File: src/rtl/hyperbus_trans_sched.sv
// HyperBus transaction scheduler: arbitrates AXI AR/AW, issues one PHY command at a
// time, and blocks further grants until the transaction completes or the watchdog fires.
module hyperbus_trans_sched #(
    parameter int unsigned AxiAddrWidth  = 32,
    parameter int unsigned AxiDataWidth  = 64,
    parameter int unsigned LenWidth      = 8,
    parameter int unsigned TimeoutCycles = 1024,
    localparam int unsigned AddrWidth    = $clog2(AxiDataWidth / 8)
) (
    input  logic                    clk_i,
    input  logic                    rst_i,

    input  logic                    ar_valid_i,
    output logic                    ar_ready_o,
    input  logic [AxiAddrWidth-1:0] ar_addr_i,
    input  logic [LenWidth-1:0]     ar_len_i,
    input  logic [2:0]              ar_size_i,

    input  logic                    aw_valid_i,
    output logic                    aw_ready_o,
    input  logic [AxiAddrWidth-1:0] aw_addr_i,
    input  logic [LenWidth-1:0]     aw_len_i,
    input  logic [2:0]              aw_size_i,

    output logic                    tx_valid_o,
    input  logic                    tx_ready_i,
    output logic                    tx_write_o,
    output logic [AxiAddrWidth-1:0] tx_addr_o,
    output logic [LenWidth-1:0]     tx_len_o,
    output logic [2:0]              tx_size_o,

    output logic                    trans_handshake_o,
    output logic                    is_a_read_o,
    output logic [AddrWidth-1:0]    start_addr_o,

    input  logic                    rd_done_i,
    input  logic                    wr_done_i,

    output logic                    busy_o,
    output logic                    timeout_o
);

    // state    | meaning
    // StIdle   | no transaction outstanding; AR/AW arbitration open
    // StIssue  | command presented to the PHY, waiting for tx_ready_i
    // StWait   | command accepted; waiting for done of the granted type or watchdog
    localparam logic [1:0] StIdle  = 2'd0;
    localparam logic [1:0] StIssue = 2'd1;
    localparam logic [1:0] StWait  = 2'd2;

    localparam int unsigned     WdWidth = $clog2(TimeoutCycles);
    localparam logic [WdWidth-1:0] WdLast = WdWidth'(TimeoutCycles - 1);

    logic [1:0]              state_q;
    logic [1:0]              state_d;
    logic                    last_wr_q;
    logic                    cmd_write_q;
    logic [AxiAddrWidth-1:0] cmd_addr_q;
    logic [LenWidth-1:0]     cmd_len_q;
    logic [2:0]              cmd_size_q;
    logic [WdWidth-1:0]      wd_cnt_q;

    logic in_idle;
    logic in_issue;
    logic in_wait;
    logic grant_rd;
    logic grant_wr;
    logic txn_done;
    logic wd_expire;

    assign in_idle  = (state_q == StIdle);
    assign in_issue = (state_q == StIssue);
    assign in_wait  = (state_q == StWait);

    // On a tie the channel not granted last wins; last_wr_q resets to 1 so read wins first.
    assign grant_rd = in_idle && !rst_i && ar_valid_i && (!aw_valid_i || last_wr_q);
    assign grant_wr = in_idle && !rst_i && aw_valid_i && (!ar_valid_i || !last_wr_q);

    // Only the done of the granted type counts; the other one is ignored.
    assign txn_done  = in_wait && (cmd_write_q ? wr_done_i : rd_done_i);
    assign wd_expire = in_wait && (wd_cnt_q == WdLast);

    always_comb begin
        state_d = state_q;
        case (state_q)
            StIdle:  if (grant_rd || grant_wr) state_d = StIssue;
            StIssue: if (tx_ready_i)           state_d = StWait;
            StWait:  if (txn_done || wd_expire) state_d = StIdle;
            default: state_d = StIdle;
        endcase
    end

    always_ff @(posedge clk_i) begin
        if (rst_i) begin
            state_q     <= StIdle;
            last_wr_q   <= 1'b1;
            cmd_write_q <= 1'b0;
            cmd_addr_q  <= '0;
            cmd_len_q   <= '0;
            cmd_size_q  <= '0;
            wd_cnt_q    <= '0;
        end else begin
            state_q <= state_d;
            if (grant_rd || grant_wr) begin
                cmd_write_q <= grant_wr;
                cmd_addr_q  <= grant_wr ? aw_addr_i : ar_addr_i;
                cmd_len_q   <= grant_wr ? aw_len_i  : ar_len_i;
                cmd_size_q  <= grant_wr ? aw_size_i : ar_size_i;
                last_wr_q   <= grant_wr;
            end
            // Cleared while issuing so the count starts at zero on the first wait cycle.
            if (in_issue) begin
                wd_cnt_q <= '0;
            end else if (in_wait && (wd_cnt_q != WdLast)) begin
                wd_cnt_q <= wd_cnt_q + WdWidth'(1);
            end
        end
    end

    assign ar_ready_o        = grant_rd;
    assign aw_ready_o        = grant_wr;

    assign tx_valid_o        = in_issue;
    assign tx_write_o        = cmd_write_q;
    assign tx_addr_o         = cmd_addr_q;
    assign tx_len_o          = cmd_len_q;
    assign tx_size_o         = cmd_size_q;

    assign trans_handshake_o = in_issue && tx_ready_i && !rst_i;
    assign is_a_read_o       = ~cmd_write_q;
    assign start_addr_o      = cmd_addr_q[AddrWidth-1:0];

    assign busy_o            = !in_idle;
    // A reset cycle drops the transaction without reporting an abort.
    assign timeout_o         = wd_expire && !txn_done && !rst_i;

endmodule

File: config.mk
export PLATFORM = sky130hd
export DESIGN_NAME = hyperbus_trans_sched
export DESIGN_NICKNAME = d
export VERILOG_FILES = /design/src/rtl/hyperbus_trans_sched.sv
export SDC_FILE = /design/constraint.sdc
export NUM_CORES = 1
export LEC_CHECK = 0
export BUFFER_PORTS_ARGS = -buffer_cell sky130_fd_sc_hd__buf_2
export CELL_PAD_IN_SITES_DETAIL_PLACEMENT = 0
export CELL_PAD_IN_SITES_GLOBAL_PLACEMENT = 1
export CORE_UTILIZATION = 34
export DETAILED_ROUTE_END_ITERATION = 12
export GPL_TIMING_DRIVEN = 0
export PLACE_DENSITY = 0.95
export RECOVER_POWER = 25
export SKIP_LAST_GASP = 1
export SYNTH_ARGS = -nofsm -noshare
export SYNTH_HDL_FRONTEND = slang
export SYNTH_SLANG_ARGS = --single-unit
export TNS_END_PERCENT = 100
File: constraint.sdc
create_clock -name clk_i -period 4.7 [get_ports clk_i]
set_input_delay 0.47 -clock clk_i [delete_from_list [all_inputs] [get_ports clk_i]]
set_output_delay 0.47 -clock clk_i [all_outputs]
set_load 0.1 [all_outputs]
## Yosys cells after proc, flatten, opt, wreduce, memory -nomap -nowiden

Cells that the tools add are included.

- ROM bits: 0
- Input bits: 93
- Memories kept: 0
- Flip-flop bits (word level): 57
- Memory bits (writable): 0
- Bits in latches: 0

- $add $sub $neg: 1
- Mux-type cells: 8
- $lt $le $gt $ge: 0
- Bitwise gates (word level): 1
- Eq/ne operators: 7
- Divide/modulo/power cells: 0
- Shift operators: 0
- Reductions and logical operators: 25
- Multiply operators: 0

Operator list:

| cell | number |
|---|---|
| $mux 32 | 1 |
| $logic_and 1x1->1 | 12 |
| $add 10x1->10 const B | 1 |
| $eq 10x10->1 const B | 1 |
| $ne 10x10->1 const B | 1 |
| $mux 8 | 1 |
| $logic_not 1->1 | 6 |
| $mux 2 | 3 |
| $pmux 2 s3 | 1 |
| $logic_or 1x1->1 | 4 |
| $ne 2x1->1 const B | 2 |
| $mux 3 | 1 |
| $reduce_and 3->1 | 1 |
| $eq 2x1->1 const B | 1 |
| $eq 2x2->1 const B | 1 |
| $logic_not 2->1 | 1 |
| $ne 2x2->1 const B | 1 |
| $reduce_or 2->1 | 1 |
| $mux 1 | 1 |
| $not 1->1 | 1 |

## Depth between registers and ports, before layout

- Depth in word-level cells: 7
- Mapped depth: 7

## Least setup slack after synthesis

No wires, ideal clock.

- Kind: register to output
- From: reg state_q[0]
- To: out trans_handshake_o
- Setup slack: 593 ps
- Path buffers: 0
- Arrival time: 3637 ps
- Cell stages (with the launch flop): 3
- Data required time: 4230 ps
- Cell sequence: dfxtp_1 > nor2b_2 > nor3b_1

- Longest elaborated chain between the ends: 3

RTL lines:

| element | line | RTL |
|---|---|---|
| start, declared | 54 | `logic [1:0] state_q;` |
| start signal, assigned | 95 | `state_q <= StIdle;` |
| start signal, assigned | 103 | `state_q <= state_d;` |
| $eq 2x1->1 | 72 | `assign in_issue = (state_q == StIssue);` |
| named net tx_valid_o | 25 | `output logic tx_valid_o,` |
| $logic_and 1x1->1 (2 in a row) | 129 | `assign trans_handshake_o = in_issue && tx_ready_i && !rst_i;` |
| end, declared | 32 | `output logic trans_handshake_o,` |

The timed path passes the listed nets, and every way through them passes these cells.

## Worst setup path in the final report

- From: reg wd_cnt_q[0]
- To: out timeout_o

- Longest elaborated chain between the ends: 4

RTL lines:

| element | line | RTL |
|---|---|---|
| start, declared | 61 | `logic [WdWidth-1:0] wd_cnt_q;` |
| start signal, assigned | 115 | `wd_cnt_q <= wd_cnt_q + WdWidth'(1);` |
| $eq 10x10->1 | 81 | `assign wd_expire = in_wait && (wd_cnt_q == WdLast);` |
| $logic_and 1x1->1 | 81 |  |
| $logic_and 1x1->1 (2 in a row) | 135 | `assign timeout_o = wd_expire && !txn_done && !rst_i;` |
| end, declared | 40 | `output logic timeout_o` |

Every way passes these cells.

==> impl_metrics.csv <==
group,metric,value,unit
global_route,grt_usage,18.3,%
yosys,synth_area_leaders,"dfxtp_1, mux2i_1, a211oi_1, nor2_1, buf_6",
floorplan,ios,147,
pwr,power.leakage,1.80,nW
detailed_routing,viasPerCell,4.95,
cts,clockBufferDepth,2,
sta,setup_tns,0,ns
yosys,yosysWarnings,0,
yosys,synth_cells,280,
cts,insertion_delay,0.32,ns
cts,cts_num_sinks,57,
detailed_routing,wire_per_inst,13.7,um
cts,cts_max_level,3,
global_route,antenna_found_initial,0,
yosys,ys_ff_latch,57,
cts,hold_buffers,0,
sta,min_period,2.89,ns
place,dp_hpwl,5470,um
yosys,yosysTopAreaCellShare,43.3,%
critical_path,cp.required,4.23,ns
cts,cts-root-buf,"clkbuf_8",
finish,diodes,0,
yosys,synth_edf_count,0,
global_route,grt_first_pass_wirelength,12000,um
sta,finalSetupViolations,0,
floorplan,core-area,7370,um2
floorplan,die-area,8100,um2
detailed_routing,ant_nets,0,
sta,final_max_slew_viol_count,0,
critical_path,critPathMaxFanout,5,
detailed_routing,drcViolationCount,0,
detailed_routing,first_pass_iters,4,
finish,nets,530,
detailed_routing,drt-initial-drc-count,78,
floorplan,start_util,35.7,%
yosys,ys_types,38,
sta,fmax,346,MHz
cts,cts_setup_buffers,0,
yosys,synth_top_flop_cell,"dfxtp_1",
critical_path,cp-end-kind,"output pin",
yosys,yosysTopAreaCell,"dfxtp_1",
global_route,grt_overflow_total,0,
sta,tightest_slew,1.19,ns
sta,fin_skew,0.00517,ns
place,port_buffers,145,
yosys,yosysSeqAreaShare,43.3,%
outcome,status,"finished clean",
global_route,grt_pass1_vias,2593,
floorplan,placement_rows,31,
floorplan,die_h,90.0,um
finish,fin_util,48.9,%
run,max_cap_viol_count,0,
finish,final_common_cell,"buf_2",
floorplan,die_w,90.0,um
min_path,hold_path_class,"input pin to flop",
cts,cts.repair.resized,0,
cts,cts_tree,"built",
detailed_routing,routed_wl,7410,um
critical_path,arrival,2.42,ns
sta,rsz0062_at_grt,"no",
pwr,peakVddDrop,0.158,mV
cts,clkTransAtPathRegs,0.06,ns
global_route,grt_max_degree,11,
finish,layout_common_cells,"buf_2, dfxtp_1, nor2_1, mux2i_1, a211oi_1",
yosys,syn-num-nets,374,
sta,relSlewSlack,21.3,%
sta,finalHoldViolations,0,
finish,drive_gt1_share,34.2,%
cts,cts-buffers-inserted,9,
sta,finalCritPeriodShare,61.5,%
yosys,synth-async-reset-ratio,0,%
finish,area_delta_synth_final,37.0,%
place,gp_congestion,0.766,
critical_path,worstSetupPathType,"flop to output pin",
pwr,powerDensity,396,nW/um2
critical_path,startpoint_type,"flop",
yosys,netlist_area,2630,um2
detailed_routing,route.vias.total,2671,
yosys,syn_area_per_cell,9.40,um2
-- synth_stat cells (all sizes together) (2+ instances only) --
| master | count |
|---|---|
| mux2i | 45 |
| o21ai | 5 |
| or2 | 2 |
| a31oi | 2 |
| nor3 | 4 |
| or4 | 2 |
| or3 | 4 |
| clkbuf | 12 |
| dfxtp | 57 |
| nand3 | 7 |
| nand4 | 2 |
| nor2 | 48 |
| inv | 6 |
| nand2 | 5 |
| o31ai | 3 |
| a21oi | 6 |
| a211oi | 45 |
| buf | 12 |
-- metal layers --
layer  GRT usage [%]  part of all wire, %
met1            22.3                   44
met2            31.3                   48
met5               0                    0
met4            6.05                  1.0
met3            4.82                  7.4
-- final timing paths --
path / from / end / slack, ns / cells after the start
setup / recovery: wd_cnt_q[0]$_SDFFE_PP0P_ / timeout_o / 1.81 / 5
hold / removal: tx_ready_i / state_q[0]$_SDFFE_PP0P_ / 0.39 / 2
setup reg to reg: state_q[1]$_SDFFE_PP0P_ / tx_addr_o[20]$_SDFFE_PP0P_ / 2.79 / 5
hold reg to reg: wd_cnt_q[9]$_SDFFE_PP0P_ / wd_cnt_q[9]$_SDFFE_PP0P_ / 0.48 / 2
-- kinds of logic (layout without fill, tap and decap cells) --
family / Yosys count / count (layout) / synth area share (%)
mux: 45 / 45 / 17.1
simple gates: 80 / 80 / 14.4
compound gates: 66 / 66 / 18.0
xor+xnor: 1 / 1 / 0.333
flops: 57 / 57 / 43.3
fa+ha+maj: 1 / 1 / 0.475
buf+inv: 30 / 191 / 6.37
-- metrics by stage --
stage	hold WS, ns	instances	setup WS, ns	instance area, um2	total power (W)
after detailed placement	0.474	524	2.14	3480	0.00107
after global placement	0.466	524	2.19	3480	0.00107
final	0.388	540	1.81	3610	0.00143
after CTS	0.371	540	1.80	3640	0.00145
after global routing	0.377	540	1.71	3610	0.00149
after floorplan	0.449	280	0.593	2630	0.000966
-- worst max-delay path: stages, from the launching register on --
cell and delay (ns):
dfxtp_1 0.43, ha_1 0.31, nand4_1 0.26, or3_1 0.48, nor3_1 0.17, buf_2 0.45
-- report_power, final --
part,switching [W],leakage [nW],internal (W)
sequential,0.0000234,0.466,0.000521
combinational,0.000399,1.25,0.000111
clock,0.000185,0.0839,0.000188
-- sequential cells by signal, summed over array words and instances (netlist names) --
signal      flops
last_wr_q       1
state_q         2
tx_addr_o      32
tx_len_o        8
tx_size_o       3
tx_write_o      1
wd_cnt_q       10
-- layout make-up --
class,count,area (um2)
plain buffers,24,145
well taps,99,124
inverters,6,22.5
multi-input cells,193,1320
flip-flops and latches,57,1140
fillers,768,3760
clock buffers,12,135
clock inverters,4,20.0
repair buffers,145,694
No activity file was read; power rests on OpenSTA's default activity.
